===== config.mk =====
export PLATFORM = sky130hd
export DESIGN_NAME = alu_seq_flat
export DESIGN_NICKNAME = d
export VERILOG_FILES = /design/src/rtl/alu_seq_pkg.sv /design/src/rtl/alu_seq_if.sv /design/src/rtl/alu_seq_decode.sv /design/src/rtl/alu_seq.sv /design/src/flat_wrapper.sv
export SDC_FILE = /design/constraint.sdc
export NUM_CORES = 1
export LEC_CHECK = 0
export BUFFER_PORTS_ARGS = -buffer_cell sky130_fd_sc_hd__buf_2
export CAP_MARGIN = 20
export CORE_AREA = 3 3 69 71
export CTS_CLUSTER_DIAMETER = 150
export DETAILED_ROUTE_END_ITERATION = 8
export DIE_AREA = 0 0 72 74
export MAX_ROUTING_LAYER = met4
export PLACE_DENSITY = 0.77
export SKIP_CTS_REPAIR_TIMING = 1
export SLEW_MARGIN = 15
export SYNTH_ARGS = -nofsm -noshare
export SYNTH_HDL_FRONTEND = slang
export SYNTH_HIERARCHICAL = 1
export SYNTH_SLANG_ARGS = --single-unit
export TNS_END_PERCENT = 10

===== constraint.sdc =====
create_clock -name clk -period 1.7 [get_ports clk]
set_input_delay 0.34 -clock clk [delete_from_list [all_inputs] [get_ports clk]]
set_output_delay 0.34 -clock clk [all_outputs]
set_load 0.1 [all_outputs]

===== src/rtl/alu_seq_pkg.sv =====
`default_nettype none
// +----------------------------------------------------------------------+
// | Module : alu_seq_pkg                                                 |
// | Desc   : Shared definitions for the ALU microsequencer: ALU opcode   |
// |          encodings, instruction word field positions and the        |
// |          sequencer state type.                                       |
// | Rev    : 1.0  initial release                                        |
// +----------------------------------------------------------------------+
package alu_seq_pkg;

  // ALU opcodes; the sequencer forwards them unchanged.
  localparam logic [3:0] OP_ADD  = 4'b0000;
  localparam logic [3:0] OP_SUB  = 4'b1000;
  localparam logic [3:0] OP_SLL  = 4'b0001;
  localparam logic [3:0] OP_SLT  = 4'b0010;
  localparam logic [3:0] OP_SLTS = 4'b0011;
  localparam logic [3:0] OP_XNOR = 4'b0100;
  localparam logic [3:0] OP_SRL  = 4'b0101;
  localparam logic [3:0] OP_SRA  = 4'b1101;
  localparam logic [3:0] OP_AND  = 4'b0110;
  localparam logic [3:0] OP_OR   = 4'b0111;

  // Instruction word layout.
  localparam int unsigned WORD_W      = 24;
  localparam int unsigned OP_MSB      = 23;
  localparam int unsigned OP_LSB      = 20;
  localparam int unsigned HALT_BIT    = 19;
  localparam int unsigned USE_ACC_BIT = 18;
  localparam int unsigned RSVD_MSB    = 17;
  localparam int unsigned RSVD_LSB    = 16;
  localparam int unsigned A_MSB       = 15;
  localparam int unsigned A_LSB       = 8;
  localparam int unsigned B_MSB       = 7;
  localparam int unsigned B_LSB       = 0;

  typedef enum logic [2:0] {
    ST_IDLE   = 3'd0,
    ST_FETCH  = 3'd1,
    ST_DECODE = 3'd2,
    ST_EXEC   = 3'd3,
    ST_DONE   = 3'd4
  } alu_seq_state_t;

endpackage
`default_nettype wire


===== src/rtl/alu_seq_if.sv =====
`default_nettype none
// +----------------------------------------------------------------------+
// | Module : alu_seq_if                                                  |
// | Desc   : Bundle of control, ROM, ALU and result-stream signals of    |
// |          the ALU microsequencer.                                     |
// |          slave  : sequencer side (drives ROM address, ALU operands,  |
// |                   results and status).                               |
// |          master : environment side (start, ROM data, ALU result,     |
// |                   result ready).                                     |
// |          Macro ALU_SEQ_BACKPRESSURE_EN adds res_ready.               |
// | Rev    : 1.0  initial release                                        |
// +----------------------------------------------------------------------+
interface alu_seq_if
  import alu_seq_pkg::*;
#(
  parameter int ADDR_W = 6
);
  logic              start;
  logic [ADDR_W-1:0] rom_addr;
  logic [WORD_W-1:0] rom_data;
  logic [7:0]        alu_n1;
  logic [7:0]        alu_n2;
  logic [3:0]        alu_op;
  logic [7:0]        alu_s1;
  logic              res_valid;
  logic [7:0]        res_data;
  logic [7:0]        acc;
  logic              busy;
  logic              done;
  logic              err;
`ifdef ALU_SEQ_BACKPRESSURE_EN
  logic              res_ready;
`endif

  modport slave (
    input  start,
    input  rom_data,
    input  alu_s1,
`ifdef ALU_SEQ_BACKPRESSURE_EN
    input  res_ready,
`endif
    output rom_addr,
    output alu_n1,
    output alu_n2,
    output alu_op,
    output res_valid,
    output res_data,
    output acc,
    output busy,
    output done,
    output err
  );

  modport master (
    output start,
    output rom_data,
    output alu_s1,
`ifdef ALU_SEQ_BACKPRESSURE_EN
    output res_ready,
`endif
    input  rom_addr,
    input  alu_n1,
    input  alu_n2,
    input  alu_op,
    input  res_valid,
    input  res_data,
    input  acc,
    input  busy,
    input  done,
    input  err
  );

endinterface
`default_nettype wire


===== src/rtl/alu_seq_decode.sv =====
`default_nettype none
// +----------------------------------------------------------------------+
// | Module : alu_seq_decode                                              |
// | Desc   : Combinational split of a 24-bit instruction word.          |
// |          i_word    : instruction word from the ROM                   |
// |          o_op      : ALU opcode                                      |
// |          o_halt    : last instruction of the program                 |
// |          o_use_acc : operand A comes from the accumulator            |
// |          o_a/o_b   : immediate operands                              |
// | Rev    : 1.0  initial release                                        |
// +----------------------------------------------------------------------+
module alu_seq_decode
  import alu_seq_pkg::*;
(
  input  wire logic [WORD_W-1:0] i_word,
  output logic      [3:0]        o_op,
  output logic                   o_halt,
  output logic                   o_use_acc,
  output logic      [7:0]        o_a,
  output logic      [7:0]        o_b
);

  // Reserved bits carry no meaning; kept only so they are visibly ignored.
  logic [1:0] w_unused_rsvd;

  assign o_op          = i_word[OP_MSB:OP_LSB];
  assign o_halt        = i_word[HALT_BIT];
  assign o_use_acc     = i_word[USE_ACC_BIT];
  assign o_a           = i_word[A_MSB:A_LSB];
  assign o_b           = i_word[B_MSB:B_LSB];
  assign w_unused_rsvd = i_word[RSVD_MSB:RSVD_LSB];

endmodule
`default_nettype wire


===== src/rtl/alu_seq.sv =====
`default_nettype none
// +----------------------------------------------------------------------+
// | Module : alu_seq                                                     |
// | Desc   : Microsequencer that walks a program ROM from address 0 on   |
// |          start, presents each decoded instruction to an external    |
// |          combinational 8-bit ALU and captures the result into an    |
// |          accumulator and a result stream.                           |
// |          clk   : clock, rising edge                                  |
// |          rst_n : asynchronous active-low reset                       |
// |          bus   : alu_seq_if.slave (start/busy/done/err handshake,    |
// |                  ROM address/data, ALU operands/result, results)     |
// |          Macro ALU_SEQ_BACKPRESSURE_EN: results wait for res_ready.  |
// | Rev    : 1.0  initial release                                        |
// +----------------------------------------------------------------------+
module alu_seq
  import alu_seq_pkg::*;
#(
  parameter int ADDR_W = 6
)
(
  input  wire logic   clk,
  input  wire logic   rst_n,
  alu_seq_if.slave    bus
);

  localparam logic [ADDR_W-1:0] C_PC_LAST = '1;

  alu_seq_state_t    r_state;
  logic [ADDR_W-1:0] r_pc;
  logic [ADDR_W-1:0] r_rom_addr;
  logic [7:0]        r_alu_n1;
  logic [7:0]        r_alu_n2;
  logic [3:0]        r_alu_op;
  logic              r_halt;
  logic              r_res_valid;
  logic [7:0]        r_res_data;
  logic [7:0]        r_acc;
  logic              r_busy;
  logic              r_done;
  logic              r_err;

  logic [3:0]        w_op;
  logic              w_halt;
  logic              w_use_acc;
  logic [7:0]        w_a;
  logic [7:0]        w_b;
  logic [ADDR_W-1:0] w_pc_next;
  logic              w_capture;
  logic              w_fire;

  alu_seq_decode u_decode (
    .i_word    (bus.rom_data),
    .o_op      (w_op),
    .o_halt    (w_halt),
    .o_use_acc (w_use_acc),
    .o_a       (w_a),
    .o_b       (w_b)
  );

  assign w_pc_next = r_pc + 1'b1;

  // w_capture: the ALU result is written into acc/res_data.
  // w_fire:    the instruction retires and the sequencer moves on.
  // With backpressure, capture happens on the first EXEC cycle and
  // retirement waits for the res_valid/res_ready handshake.
  always_comb begin
`ifdef ALU_SEQ_BACKPRESSURE_EN
    w_capture = (r_state == ST_EXEC) && !r_res_valid;
    w_fire    = (r_state == ST_EXEC) && r_res_valid && bus.res_ready;
`else
    w_capture = (r_state == ST_EXEC);
    w_fire    = (r_state == ST_EXEC);
`endif
  end

  always_ff @(posedge clk or negedge rst_n) begin
    if (!rst_n) begin
      r_state     <= ST_IDLE;
      r_pc        <= '0;
      r_rom_addr  <= '0;
      r_alu_n1    <= '0;
      r_alu_n2    <= '0;
      r_alu_op    <= '0;
      r_halt      <= 1'b0;
      r_res_valid <= 1'b0;
      r_res_data  <= '0;
      r_acc       <= '0;
      r_busy      <= 1'b0;
      r_done      <= 1'b0;
      r_err       <= 1'b0;
    end else begin
      r_done <= 1'b0;
`ifndef ALU_SEQ_BACKPRESSURE_EN
      r_res_valid <= 1'b0;
`endif
      case (r_state)
        ST_IDLE: begin
          if (bus.start) begin
            r_pc       <= '0;
            r_rom_addr <= '0;
            r_err      <= 1'b0;
            r_busy     <= 1'b1;
            r_state    <= ST_FETCH;
          end
        end

        // rom_addr was loaded on entry; the ROM word lands during this cycle.
        ST_FETCH: begin
          r_state <= ST_DECODE;
        end

        ST_DECODE: begin
          r_alu_op <= w_op;
          r_alu_n1 <= w_use_acc ? r_acc : w_a;
          r_alu_n2 <= w_b;
          r_halt   <= w_halt;
          r_state  <= ST_EXEC;
        end

        // alu_s1 has had a full cycle to settle from the registered operands.
        ST_EXEC: begin
          if (w_capture) begin
            r_acc       <= bus.alu_s1;
            r_res_data  <= bus.alu_s1;
            r_res_valid <= 1'b1;
          end
          if (w_fire) begin
`ifdef ALU_SEQ_BACKPRESSURE_EN
            r_res_valid <= 1'b0;
`endif
            if (r_halt) begin
              r_state <= ST_DONE;
            end else if (r_pc == C_PC_LAST) begin
              // Ran off the end of the ROM without a halt.
              r_err   <= 1'b1;
              r_state <= ST_DONE;
            end else begin
              r_pc       <= w_pc_next;
              r_rom_addr <= w_pc_next;
              r_state    <= ST_FETCH;
            end
          end
        end

        ST_DONE: begin
          r_done  <= 1'b1;
          r_busy  <= 1'b0;
          r_state <= ST_IDLE;
        end

        default: begin
          r_state <= ST_IDLE;
        end
      endcase
    end
  end

  assign bus.rom_addr  = r_rom_addr;
  assign bus.alu_n1    = r_alu_n1;
  assign bus.alu_n2    = r_alu_n2;
  assign bus.alu_op    = r_alu_op;
  assign bus.res_valid = r_res_valid;
  assign bus.res_data  = r_res_data;
  assign bus.acc       = r_acc;
  assign bus.busy      = r_busy;
  assign bus.done      = r_done;
  assign bus.err       = r_err;

endmodule
`default_nettype wire

===== src/flat_wrapper.sv =====
// flat-port wrapper written by rule: the top's interface ports become plain ports
module alu_seq_flat import alu_seq_pkg::*;
#(
  parameter int ADDR_W = 6
)
  (clk, rst_n, bus_start, bus_rom_data, bus_alu_s1, bus_rom_addr, bus_alu_n1, bus_alu_n2, bus_alu_op, bus_res_valid, bus_res_data, bus_acc, bus_busy, bus_done, bus_err);
  alu_seq_if #(.ADDR_W(ADDR_W)) bus_i ();
  input  wire logic clk;
  input  wire logic rst_n;
  input wire logic [$bits(bus_i.start)-1:0] bus_start;
  input wire logic [$bits(bus_i.rom_data)-1:0] bus_rom_data;
  input wire logic [$bits(bus_i.alu_s1)-1:0] bus_alu_s1;
  output wire logic [$bits(bus_i.rom_addr)-1:0] bus_rom_addr;
  output wire logic [$bits(bus_i.alu_n1)-1:0] bus_alu_n1;
  output wire logic [$bits(bus_i.alu_n2)-1:0] bus_alu_n2;
  output wire logic [$bits(bus_i.alu_op)-1:0] bus_alu_op;
  output wire logic [$bits(bus_i.res_valid)-1:0] bus_res_valid;
  output wire logic [$bits(bus_i.res_data)-1:0] bus_res_data;
  output wire logic [$bits(bus_i.acc)-1:0] bus_acc;
  output wire logic [$bits(bus_i.busy)-1:0] bus_busy;
  output wire logic [$bits(bus_i.done)-1:0] bus_done;
  output wire logic [$bits(bus_i.err)-1:0] bus_err;
  assign bus_i.start = bus_start;
  assign bus_i.rom_data = bus_rom_data;
  assign bus_i.alu_s1 = bus_alu_s1;
  assign bus_rom_addr = bus_i.rom_addr;
  assign bus_alu_n1 = bus_i.alu_n1;
  assign bus_alu_n2 = bus_i.alu_n2;
  assign bus_alu_op = bus_i.alu_op;
  assign bus_res_valid = bus_i.res_valid;
  assign bus_res_data = bus_i.res_data;
  assign bus_acc = bus_i.acc;
  assign bus_busy = bus_i.busy;
  assign bus_done = bus_i.done;
  assign bus_err = bus_i.err;
  alu_seq #(.ADDR_W(ADDR_W)) u_core (.clk(clk), .rst_n(rst_n), .bus(bus_i));
endmodule

-- Word-level counts from Yosys, hierarchy flattened
Index checks and enable logic that the tools add are counted.
- register bits after elaboration: 42
- bits of input ports: 35
- output and inout bits: 46
- logic and storage cells: 44
- add/sub/neg operators: 1
- equality and inequality tests: 9
- multiplexer cells: 17
- reduce and logical (&&, ||, !) cells: 6
- operators with widths (cell ; number):
    two-way mux 6 bit ; 3
    one-hot mux 3 bit (4 select lines) ; 1
    one-hot mux 6 bit (2 select lines) ; 1
    two-way mux 3 bit ; 3
    two-way mux 8 bit ; 1
    != test 2 bit (second input constant) ; 4
    AND reduction 4 bit ; 2
    adder 6 x 1 -> 6 bit (second input constant) ; 1
    equality test 3 x 2 -> 1 bit (second input constant) ; 2
    equality test 6 bit (second input constant) ; 1
    two-way mux 1 bit ; 6
    one-hot mux 1 bit (2 select lines) ; 2
    nonzero test 2 bit ; 2
    equality test 3 x 1 -> 1 bit (second input constant) ; 1
    equality test 3 bit (second input constant) ; 1
    logical NOT 3 bit ; 1
    AND reduction 2 bit ; 1

-- Logic depth before layout (Yosys ltp)
- depth in word-level cells: 4
- depth in mapped cells: 5
- depth with buffers taken out: 5

-- By module
The synthesis kept the hierarchy.
- modules (own cells, without submodules) (module ; times used ; cells each ; area each (µm²) ; sequential area each (µm²)):
    alu_seq ; 1 ; 163 ; 1826.8 ; 1051.0
    alu_seq_decode ; 1 ; 22 ; 165.2 ; 0.0

-- Least setup slack after synthesis
Ideal clock, no wire load.
- path kind: reg2reg
- start point: reg, netlist name u_core/bus.rom_addr[0]
- end point: reg u_core.r_rom_addr[0], in the netlist u_core/bus.rom_addr[0]
- library setup time: 0.094 ns
- data arrival time: 1.885 ns
- required time: 1.606 ns
- setup slack: -0.279 ns
- cell stages (with the launch flop): 6
- buffers on the path: 0
- clock period less this slack: 1.979 ns
- path through: dfrtp_1 > ha_1 > and3_1 > and3_1 > nor3_2 > mux2i_1
- RTL lines (item ; line ; RTL):
    end signal, assigned ; alu_seq.sv:139 ; r_rom_addr <= w_pc_next;
    end, declared ; alu_seq.sv:30 ; logic [ADDR_W-1:0] r_rom_addr;

-- Final worst setup path
- start point: reg u_core.r_rom_addr[2], in the netlist u_core/bus.rom_addr[2]
- end point: out bus_rom_addr[2]
- RTL lines (item ; line ; RTL):
    end, declared ; flat_wrapper.sv:13 ; output wire logic [$bits(bus_i.rom_addr)-1:0] bus_rom_addr;
No word-level cell between the ends.

==> results.toml <==
[synthesis]
postSynthAreaPerCell_um2 = 10.8
synth_compound_area_share_pct = 3.89
muxShareOfSynthArea_pct = 13.9
syn-cell-area_um2 = 1990
synth_area_leader_cell = "dfrtp_1"
synth_cells = 185
synth_commonest_cells = "dfrtp_1 (42), buf_4 (32), nand2_1 (30)"
synth_top_family_by_area = "simple AND/OR/NAND/NOR gates"
synth_xor_xnor_area_share_pct = 0.440
yosys_most_used_dff = "dfrtp_1"
yosysMostFrequentCell = "dfrtp_1"
yosysSeqAreaShare_pct = 52.8
yosys-top-cells-area = "dfrtp_1 (53%), buf_4 (12%), mux2_2 (7.3%), mux2i_1 (6.5%), nand2_1 (5.7%)"
ys_async_sr_fraction_pct = 100
synth_fa_ha_area_share_pct = 0.628
ys_seq_elements = 42
synth_edf_count = 0
ys_types = 26
synth-simple-area-share_pct = 15.1
syn_nets = 221
synth_top_area_share_pct = 52.8
synth_warnings = 6

[sta]
fin_skew_ns = 0.00418
fmax_ghz = 0.628
slew_violations = 0
setup_viol = 0
tightestPinTransition_ns = 0.496
hold_viol = 0
finalCritPeriodShare_pct = 93.6
maxSlewHeadroom_pct = 67.2
grt_setup_unrepaired = "no"
period_minus_slack_ns = 1.59

[floorplanning]
design.core.area_um2 = 4290
num_rows = 24
die_area_um2 = 5330
io_pins = 81
die_w_um = 72
die_y_um = 74
initial_utilization_pct = 46.4

[setup_path]
ff2ff_setup_slack_ns = 0.16
cp-end-kind = "output port"
cp-startpoint = "u_core/bus.rom_addr[2]"
ff2ff_path_depth = 5
startpoint_type = "flop"
cp_max_fo = 9
crit_chain = "buf_2"
r2r-start = "u_core/bus.rom_addr[0]"
path_buf_inv = 1
reg2reg_to = "u_core/bus.rom_addr[0]"
cp.arrival_ns = 1.25
cpMaxStageDelayCell = "dfrtp_1"
path_class = "reg2out"
slowest_delay_ns = 0.48
crit_family = "flip-flops"
required_ns = 1.36

[clocking]
cts.sinks = 42
clk_path_buf_depth = 2
path_clk_slew_ns = 0.08
cts_tree = "yes"
cts_root_buf = "clkbuf_8"
clock_latency_ns = 0.29
cts_made_buffers = 5
htree_levels = 2

[drt]
drt_iter0_drc = 46
drtAntennaViolNets = 0
firstDrtPassIters = 4
via_per_inst = 4.78
wl_per_cell_um = 12.4
wirelength_um = 3650
drc = 0
vias = 1404

[final_layout]
drive_gt1_share_pct = 47.5
antennaDiodeCount = 0
fin_util_pct = 55.0
syn_to_final_growth_pct = 18.5
nNetsFinal = 277

[run]
drv_cap = 0

[placed_design]
io_buffers = 78
place.gp.congestion = 0.820
hpwl_um = 2850

[global_route]
grt_pass1_vias = 1361
grt_max_degree = 24
antenna_found_initial = 0
grt_pass1_wl_um = 6090
grt.overflow.total = 0
grtUsageTotal_pct = 15.3

[worst_hold_path]
hold_end = "u_core/bus.acc[4]"
whs_path_depth = 3
hold_path.class = "in2reg"
hold_start = "bus_alu_s1[4]"

[run_status]
status = "complete, no violations"
## how the worst max path moves through the flow
stage | cells past startpoint | slack, ns | to
4_1_cts | 1 | 0.08 | bus_rom_addr[2]
3_3_place_gp | 5 | 0.19 | u_core/bus.rom_addr[1]
5_1_grt | 1 | 0.02 | bus_rom_addr[2]
2_1_floorplan | 5 | -0.02 | u_core/bus.rom_addr[0]
6_report | 1 | 0.11 | bus_rom_addr[2]
3_5_place_dp | 5 | 0.16 | u_core/bus.rom_addr[0]
## per-layer routing
layer	vias up	wire length [um]	GRT usage [%]
met3	4	338	4.46
met4	0	49	5.64
met1	638	1580	17.6
met2	63	1680	25.6
li1	699	-	-
met5	-	0	-
## worst reg2reg max path: stages, from the launching register on
cell	delay, ns
dfrtp_2	0.44
ha_1	0.24
and3_1	0.17
and3_1	0.21
nor3_2	0.20
mux2i_1	0.21
## cell families (layout without fill, tap and decap cells)
family / after synthesis / after routing
AND/OR/NAND/NOR: 62 / 62
flip-flops: 42 / 42
buffers and inverters: 38 / 95
multiplexers: 26 / 26
AO/OA/AOI/OAI: 15 / 15
adder cells (fa/ha/maj): 1 / 1
XOR/XNOR: 1 / 1
## per-stage QoR
stage	setup TNS (ns)	worst slack, ns	instance area (um^2)	hold WS (ns)	std cells
2_1_floorplan	-0.0385	-0.0218	2000	0.0444	185
6_report	0	0.109	2360	0.241	294
3_3_place_gp	0	0.192	2240	0.221	285
4_1_cts	0	0.0813	2350	-0.0985	293
5_1_grt	0	0.0244	2360	0.230	294
3_5_place_dp	0	0.162	2240	0.223	285
## sequential cells by signal, indices dropped and copies added (netlist names), 3 cells and up
name / flops
u_core/bus.acc: 8
u_core/bus.alu_n2: 8
u_core/bus.rom_addr: 6
u_core/bus.alu_op: 4
u_core/bus.alu_n1: 8
u_core/r_state: 3
## final cells by class
class / count / area [um^2]
timing repair buffer: 84 / 438
clock buffer: 5 / 68.8
sequential: 42 / 1060
multi-input combinational: 105 / 682
fill: 402 / 1930
clock inverter: 3 / 40.0
tap: 52 / 65.1
inverter: 3 / 11.3
## layout by cell type, fill, tap and decap left out, drive strengths merged, types with 3 or more instances in the layout
cell    count
mux2       13
inv         3
and3        3
nand2      30
a21oi      11
nor2       18
mux2i      13
buf        83
clkbuf      5
dfrtp      42
Power is left out: the tool's default activity adds up to more than one toggle a clock period on the data nets, which glitch-free logic cannot reach.
